File: src/rtl/cpu_pipe_pkg.sv
// Shared pipeline-control types: sequencing states and forwarding select encodings.
package cpu_pipe_pkg;

  typedef enum logic [1:0] {
    RUN      = 2'd0,
    MEM_WAIT = 2'd1,
    ERROR    = 2'd2
  } pipe_state_e;

  localparam logic [1:0] FWD_RF  = 2'b00;
  localparam logic [1:0] FWD_WB  = 2'b01;
  localparam logic [1:0] FWD_MEM = 2'b10;

endpackage

File: src/rtl/fwd_unit.sv
// Forwarding compare for one EX operand: MEM result beats WB result, register 0 never forwarded.
module fwd_unit
  import cpu_pipe_pkg::*;
#(
  parameter int unsigned RA_W = 5
) (
  input  logic [RA_W-1:0] srcReg,
  input  logic            memRegWrite,
  input  logic [RA_W-1:0] memWriteReg,
  input  logic            wbRegWrite,
  input  logic [RA_W-1:0] wbWriteReg,
  output logic [1:0]      fwdSel
);

  // Priority select of the youngest producer of srcReg
  always_comb begin
    fwdSel = FWD_RF;
    if (memRegWrite && (memWriteReg != '0) && (memWriteReg == srcReg)) begin
      fwdSel = FWD_MEM;
    end else if (wbRegWrite && (wbWriteReg != '0) && (wbWriteReg == srcReg)) begin
      fwdSel = FWD_WB;
    end
  end

endmodule

File: src/rtl/idex_hazard_ctrl.sv
// Pipeline sequencing controller: load-use stall, taken-branch flush, dmem-wait freeze,
// EX operand forwarding and a saturating stall-cycle counter.
module idex_hazard_ctrl
  import cpu_pipe_pkg::*;
#(
  parameter int unsigned RA_W        = 5,
  parameter int unsigned MEM_TIMEOUT = 16,
  parameter int unsigned CNT_W       = 16
) (
  input  logic             clk,
  input  logic             rst_n,
  input  logic [RA_W-1:0]  id_rs,
  input  logic [RA_W-1:0]  id_rt,
  input  logic             id_uses_rt,
  input  logic [RA_W-1:0]  ex_rs,
  input  logic [RA_W-1:0]  ex_rt,
  input  logic             ex_mem_read,
  input  logic [RA_W-1:0]  ex_write_reg,
  input  logic             branch_taken,
  input  logic             mem_access,
  input  logic             dmem_ready,
  input  logic             mem_reg_write,
  input  logic [RA_W-1:0]  mem_write_reg,
  input  logic             wb_reg_write,
  input  logic [RA_W-1:0]  wb_write_reg,
  output logic             pc_write,
  output logic             ifid_write,
  output logic             ifid_flush,
  output logic             idex_hold,
  output logic             idex_bubble,
  output logic             exmem_hold,
  output logic [1:0]       fwd_a,
  output logic [1:0]       fwd_b,
  output logic             mem_timeout,
  output logic [CNT_W-1:0] stall_cycles
);

  localparam int unsigned WC_W = $clog2(MEM_TIMEOUT + 1);

  pipe_state_e     state, nextState;
  logic [WC_W-1:0] waitCnt, nextWaitCnt;
  logic            setTimeout;
  logic            loadUse;
  logic            pcW, ifidW, ifidF, idexH, idexB, exmemH;
  logic [1:0]      fwdARaw, fwdBRaw;

  assign loadUse = ex_mem_read && (ex_write_reg != '0) &&
                   ((ex_write_reg == id_rs) || (id_uses_rt && (ex_write_reg == id_rt)));

  fwd_unit #(.RA_W(RA_W)) u_fwd_a (
    .srcReg      (ex_rs),
    .memRegWrite (mem_reg_write),
    .memWriteReg (mem_write_reg),
    .wbRegWrite  (wb_reg_write),
    .wbWriteReg  (wb_write_reg),
    .fwdSel      (fwdARaw)
  );

  fwd_unit #(.RA_W(RA_W)) u_fwd_b (
    .srcReg      (ex_rt),
    .memRegWrite (mem_reg_write),
    .memWriteReg (mem_write_reg),
    .wbRegWrite  (wb_reg_write),
    .wbWriteReg  (wb_write_reg),
    .fwdSel      (fwdBRaw)
  );

  // State, wait counter, sticky timeout and saturating stall counter
  always_ff @(posedge clk or negedge rst_n) begin
    if (!rst_n) begin
      state        <= RUN;
      waitCnt      <= '0;
      mem_timeout  <= 1'b0;
      stall_cycles <= '0;
    end else begin
      state   <= nextState;
      waitCnt <= nextWaitCnt;
      if (setTimeout) mem_timeout <= 1'b1;
      if (!pcW && (stall_cycles != '1)) stall_cycles <= stall_cycles + CNT_W'(1);
    end
  end

  // Next-state and control decode; RUN-style decode is reused on MEM_WAIT release
  always_comb begin
    nextState   = state;
    nextWaitCnt = waitCnt;
    setTimeout  = 1'b0;
    pcW         = 1'b0;
    ifidW       = 1'b0;
    ifidF       = 1'b0;
    idexH       = 1'b0;
    idexB       = 1'b0;
    exmemH      = 1'b0;
    case (state)
      RUN, MEM_WAIT: begin
        if (!dmem_ready && ((state == MEM_WAIT) || mem_access)) begin
          idexH  = 1'b1;
          exmemH = 1'b1;
          if (state == RUN) begin
            nextState   = MEM_WAIT;
            nextWaitCnt = WC_W'(1);
          end else begin
            nextWaitCnt = waitCnt + WC_W'(1);
            if (nextWaitCnt >= WC_W'(MEM_TIMEOUT - 1)) begin
              setTimeout = 1'b1;
              nextState  = ERROR;
            end
          end
        end else begin
          nextState   = RUN;
          nextWaitCnt = '0;
          if (branch_taken) begin
            // Wrong-path instructions are squashed; the load-use stall is moot
            pcW   = 1'b1;
            ifidW = 1'b1;
            ifidF = 1'b1;
            idexB = 1'b1;
          end else if (loadUse) begin
            idexB = 1'b1;
          end else begin
            pcW   = 1'b1;
            ifidW = 1'b1;
          end
        end
      end
      ERROR: begin
        idexH  = 1'b1;
        exmemH = 1'b1;
      end
      default: nextState = RUN;
    endcase
  end

  // Outputs forced to their reset values while rst_n is low
  assign pc_write    = rst_n & pcW;
  assign ifid_write  = rst_n & ifidW;
  assign ifid_flush  = ~rst_n | ifidF;
  assign idex_hold   = rst_n & idexH;
  assign idex_bubble = ~rst_n | idexB;
  assign exmem_hold  = rst_n & exmemH;
  assign fwd_a       = rst_n ? fwdARaw : FWD_RF;
  assign fwd_b       = rst_n ? fwdBRaw : FWD_RF;

endmodule

File: config.mk
export PLATFORM = sky130hd
export DESIGN_NAME = idex_hazard_ctrl
export DESIGN_NICKNAME = d
export VERILOG_FILES = /design/src/rtl/cpu_pipe_pkg.sv /design/src/rtl/fwd_unit.sv /design/src/rtl/idex_hazard_ctrl.sv
export SDC_FILE = /design/constraint.sdc
export NUM_CORES = 1
export LEC_CHECK = 0
export ABC_AREA = 1
export ABC_CLOCK_PERIOD_IN_PS = 2400
export CAP_MARGIN = 30
export CELL_PAD_IN_SITES_DETAIL_PLACEMENT = 2
export CELL_PAD_IN_SITES_GLOBAL_PLACEMENT = 2
export CORE_MARGIN = 8
export CORE_UTILIZATION = 25
export DETAILED_ROUTE_END_ITERATION = 12
export MAX_ROUTING_LAYER = met4
export PLACE_DENSITY = 0.93
export SYNTH_ARGS = -nofsm -noshare
export SYNTH_HDL_FRONTEND = slang
export SYNTH_HIERARCHICAL = 1
export SYNTH_SLANG_ARGS = --single-unit
File: constraint.sdc
create_clock -name clk -period 2.4 [get_ports clk]
set_input_delay 0.36 -clock clk [delete_from_list [all_inputs] [get_ports clk]]
set_output_delay 0.36 -clock clk [all_outputs]
set_load 0.1 [all_outputs]
==> results of run 1 <==
-- flip-flops by register name, summed over array words and instances (netlist names) --
register and count:
mem_timeout 1, state 2, waitCnt 5, stall_cycles 16
-- per-stage QoR --
step / worst slack [ps] / util / hold slack, ps
after floorplan: -97.5 / - / 64.4
after global placement: 165 / 0.371 / 453
after detailed placement: 114 / 0.371 / 466
after CTS: 112 / 0.379 / 418
after global routing: 12.5 / 0.379 / 418
final: 158 / 0.379 / 406
-- cells by family after synthesis --
kind of cell    after synthesis
fa+ha+maj                     3
xor+xnor                     12
buf+inv                      78
compound gates               23
simple gates                209
flops                        24
-- cells in the mapped netlist --
library cell	instances
a21oi_1	5
a31o_2	1
o31ai_1	1
ha_1	3
nor2_4	2
nand2_2	4
inv_2	11
nor2_1	28
inv_1	62
dfrtp_1	24
a21boi_0	2
nand4_1	1
nand3_2	2
nor4_1	1
buf_4	4
or2_2	1
buf_6	1
o22ai_1	1
o21ai_0	13
nand2_4	3
nor3_2	1
xnor2_1	5
nand2_1	126
nor3_4	2
nor3_1	1
nor2_2	4
xor2_1	7
nand3_1	33
-- layout make-up --
class | count | area [µm²]
fill | 1002 | 5100
inverter | 73 | 274
tap | 105 | 131
multi-input combinational | 247 | 1230
timing repair buffer | 77 | 811
clock buffer | 3 | 41.3
clock inverter | 1 | 30.0
sequential | 24 | 601
-- power breakdown --
part	internal [mW]	total (mW)	switching (mW)
logic	0.240	0.812	0.573
registers	0.446	0.507	0.0610
clock network	0.223	0.361	0.138
total	0.909	1.68	0.771
-- per-layer routing --
metal	track usage	wire length [µm]	vias to the layer above
met5	-	0	-
met4	0.0208	38	0
met3	0.0161	237	2
met2	0.283	4360	45
met1	0.168	3500	1166
li1	-	-	1199
-- critical path, delay by kind of cell --
family	cells	cell delay, ps
buffers and inverters	4	860
AOI/OAI and AO/OA	1	190
and+or+nand+nor	5	460
-- worst paths after layout --
check	startpoint	to	slack [ps]	cells past startpoint
hold reg to reg	mem_timeout	mem_timeout	480	2
setup reg to reg	stall_cycles[0]	stall_cycles[13]	500	11
max in group asynchronous	rst_n	stall_cycles[9]	1390	3
hold / removal	rst_n	waitCnt[4]	410	1
min in group clk	mem_timeout	mem_timeout	480	2
setup / recovery	wb_write_reg[0]	fwd_a[0]	160	10
==> flow_metrics.env, run 1 <==
export IMPL_outcome="completed"
export IMPL_synth_top_family_by_area="simple AND/OR/NAND/NOR gates"
export IMPL_rows=33
export IMPL_cpPeakStageDelay_ps=540
export IMPL_placed_cell_area_um2=3050
export IMPL_routedWlPerCell_um=15.4
export IMPL_yosysTopAreaCell="dfrtp_1"
export IMPL_synth_top_area_share=0.283
export IMPL_synth_mux_area_frac=0
export IMPL_dpl_cell_count=526
export IMPL_layout_commonest_cell="nand2_1"
export IMPL_hold_viol_final=0
export IMPL_drc=0
export IMPL_n_antenna_cell=0
export IMPL_initial_core_util=0.258
export IMPL_drive_above_1_share=0.169
export IMPL_drt_iter0_drc=31
export IMPL_max_freq_ghz=0.446
export IMPL_track_usage=0.150
export IMPL_tightestPinTransition_ps=443
export IMPL_routed_wl_um=8140
export IMPL_cts_buffers=3
export IMPL_drv_slew=0
export IMPL_total_power_mw=1.68
export IMPL_die_area_um2=11700
export IMPL_cts_tree="done"
export IMPL_postRouteAntennaNets=0
export IMPL_worstPathMaxFanout=4
export IMPL_fin_cells=530
export IMPL_synth_simple_area_share=0.441
export IMPL_crit_path_end_kind="output pin"
export IMPL_fin_tns_setup_ps=0
export IMPL_io_buffers=70
export IMPL_hold_class="in2async"
export IMPL_grt_pass1_vias=2846
export IMPL_worst_skew_pair_late_latency_ps=270
export IMPL_leakage_nw=1.68
export IMPL_most_common_layout_cells="nand2_1 (126), inv_1 (62), clkdlybuf4s50_1 (43), nand3_1 (33), nor2_1 (27)"
export IMPL_ys_top_cells_by_area="dfrtp_1 (28%), nand2_1 (22%), inv_1 (11%)"
export IMPL_cts_root_buffer="clkbuf_8"
export IMPL_vias_per_cell=4.55
export IMPL_core_area_um2=8220
export IMPL_vias=2412
export IMPL_startpoint_type="primary input"
export IMPL_die_w_um=108
export IMPL_maxCapViolCount=0
export IMPL_cp_data_arrival_time_ps=1880
export IMPL_grt_max_degree=15
export IMPL_cts_htree_levels=1
export IMPL_post_cts_resize_count=0
export IMPL_ys_ff_latch=24
export IMPL_period_share=0.934
export IMPL_syn_avg_cell_area_um2=6.08
export IMPL_skew_ps=15.9
export IMPL_synth_warnings=6
export IMPL_slew_headroom=0.704
export IMPL_synth_fa_ha_area_frac=0.0177
export IMPL_clkTransAtPathRegs_ps=80
export IMPL_drt_pass1_iter_count=3
export IMPL_synth_nets=396
export IMPL_synth_compound_area_frac=0.0601
export IMPL_crit_slowest_cell="clkdlybuf4s50_1"
export IMPL_setup_viol=0
export IMPL_p_per_area_nw_per_um2=539
export IMPL_die_height_um=108
export IMPL_rsz0062_at_grt="false"
export IMPL_min_period_ps=2240
export IMPL_hpwl_um=7060
export IMPL_syn_inst=349
export IMPL_clk_path_buf_depth=2
export IMPL_cp_required_ps=2040
export IMPL_critical_path_class="in2out"
export IMPL_cts_setup_buffers=0
export IMPL_area_growth_pct=46.9
export IMPL_clkSinkCount=24
export IMPL_hold_buffers=0
export IMPL_gp_congestion=0.855
export IMPL_ys_seq_area_frac=0.283
export IMPL_nNetsFinal=473
export IMPL_ios=71
export IMPL_grt_first_pass_wirelength_um=14000
export IMPL_synthXorXnorAreaFrac=0.0495
export IMPL_crit_path_cell_trace="clkdlybuf4s50_1 -> inv_1 -> a21boi_0 -> nand2_1 -> nor2_1 -> nand3_1 -> nor2_1 -> nand2_1 -> inv_1 -> buf_12"
export IMPL_antenna_found_initial=0
export IMPL_ir_worst_vdd_uv=188
export IMPL_netlist_area_um2=2120
export IMPL_ys_types=28
export IMPL_overflow=0
export IMPL_design_area_um2=3120
Note: power is estimated with default switching activity, not from simulation.
==> run 2, diff against run 1 <==
--- a/config.mk
+++ b/config.mk
@@ -15,6 +15,7 @@
 export DETAILED_ROUTE_END_ITERATION = 12
 export MAX_ROUTING_LAYER = met4
 export PLACE_DENSITY = 0.93
+export SLEW_MARGIN = 20
 export SYNTH_ARGS = -nofsm -noshare
 export SYNTH_HDL_FRONTEND = slang
 export SYNTH_HIERARCHICAL = 1
==> results of run 2 <==
The final DEF is identical to that of run 1; final timing and power are the same.
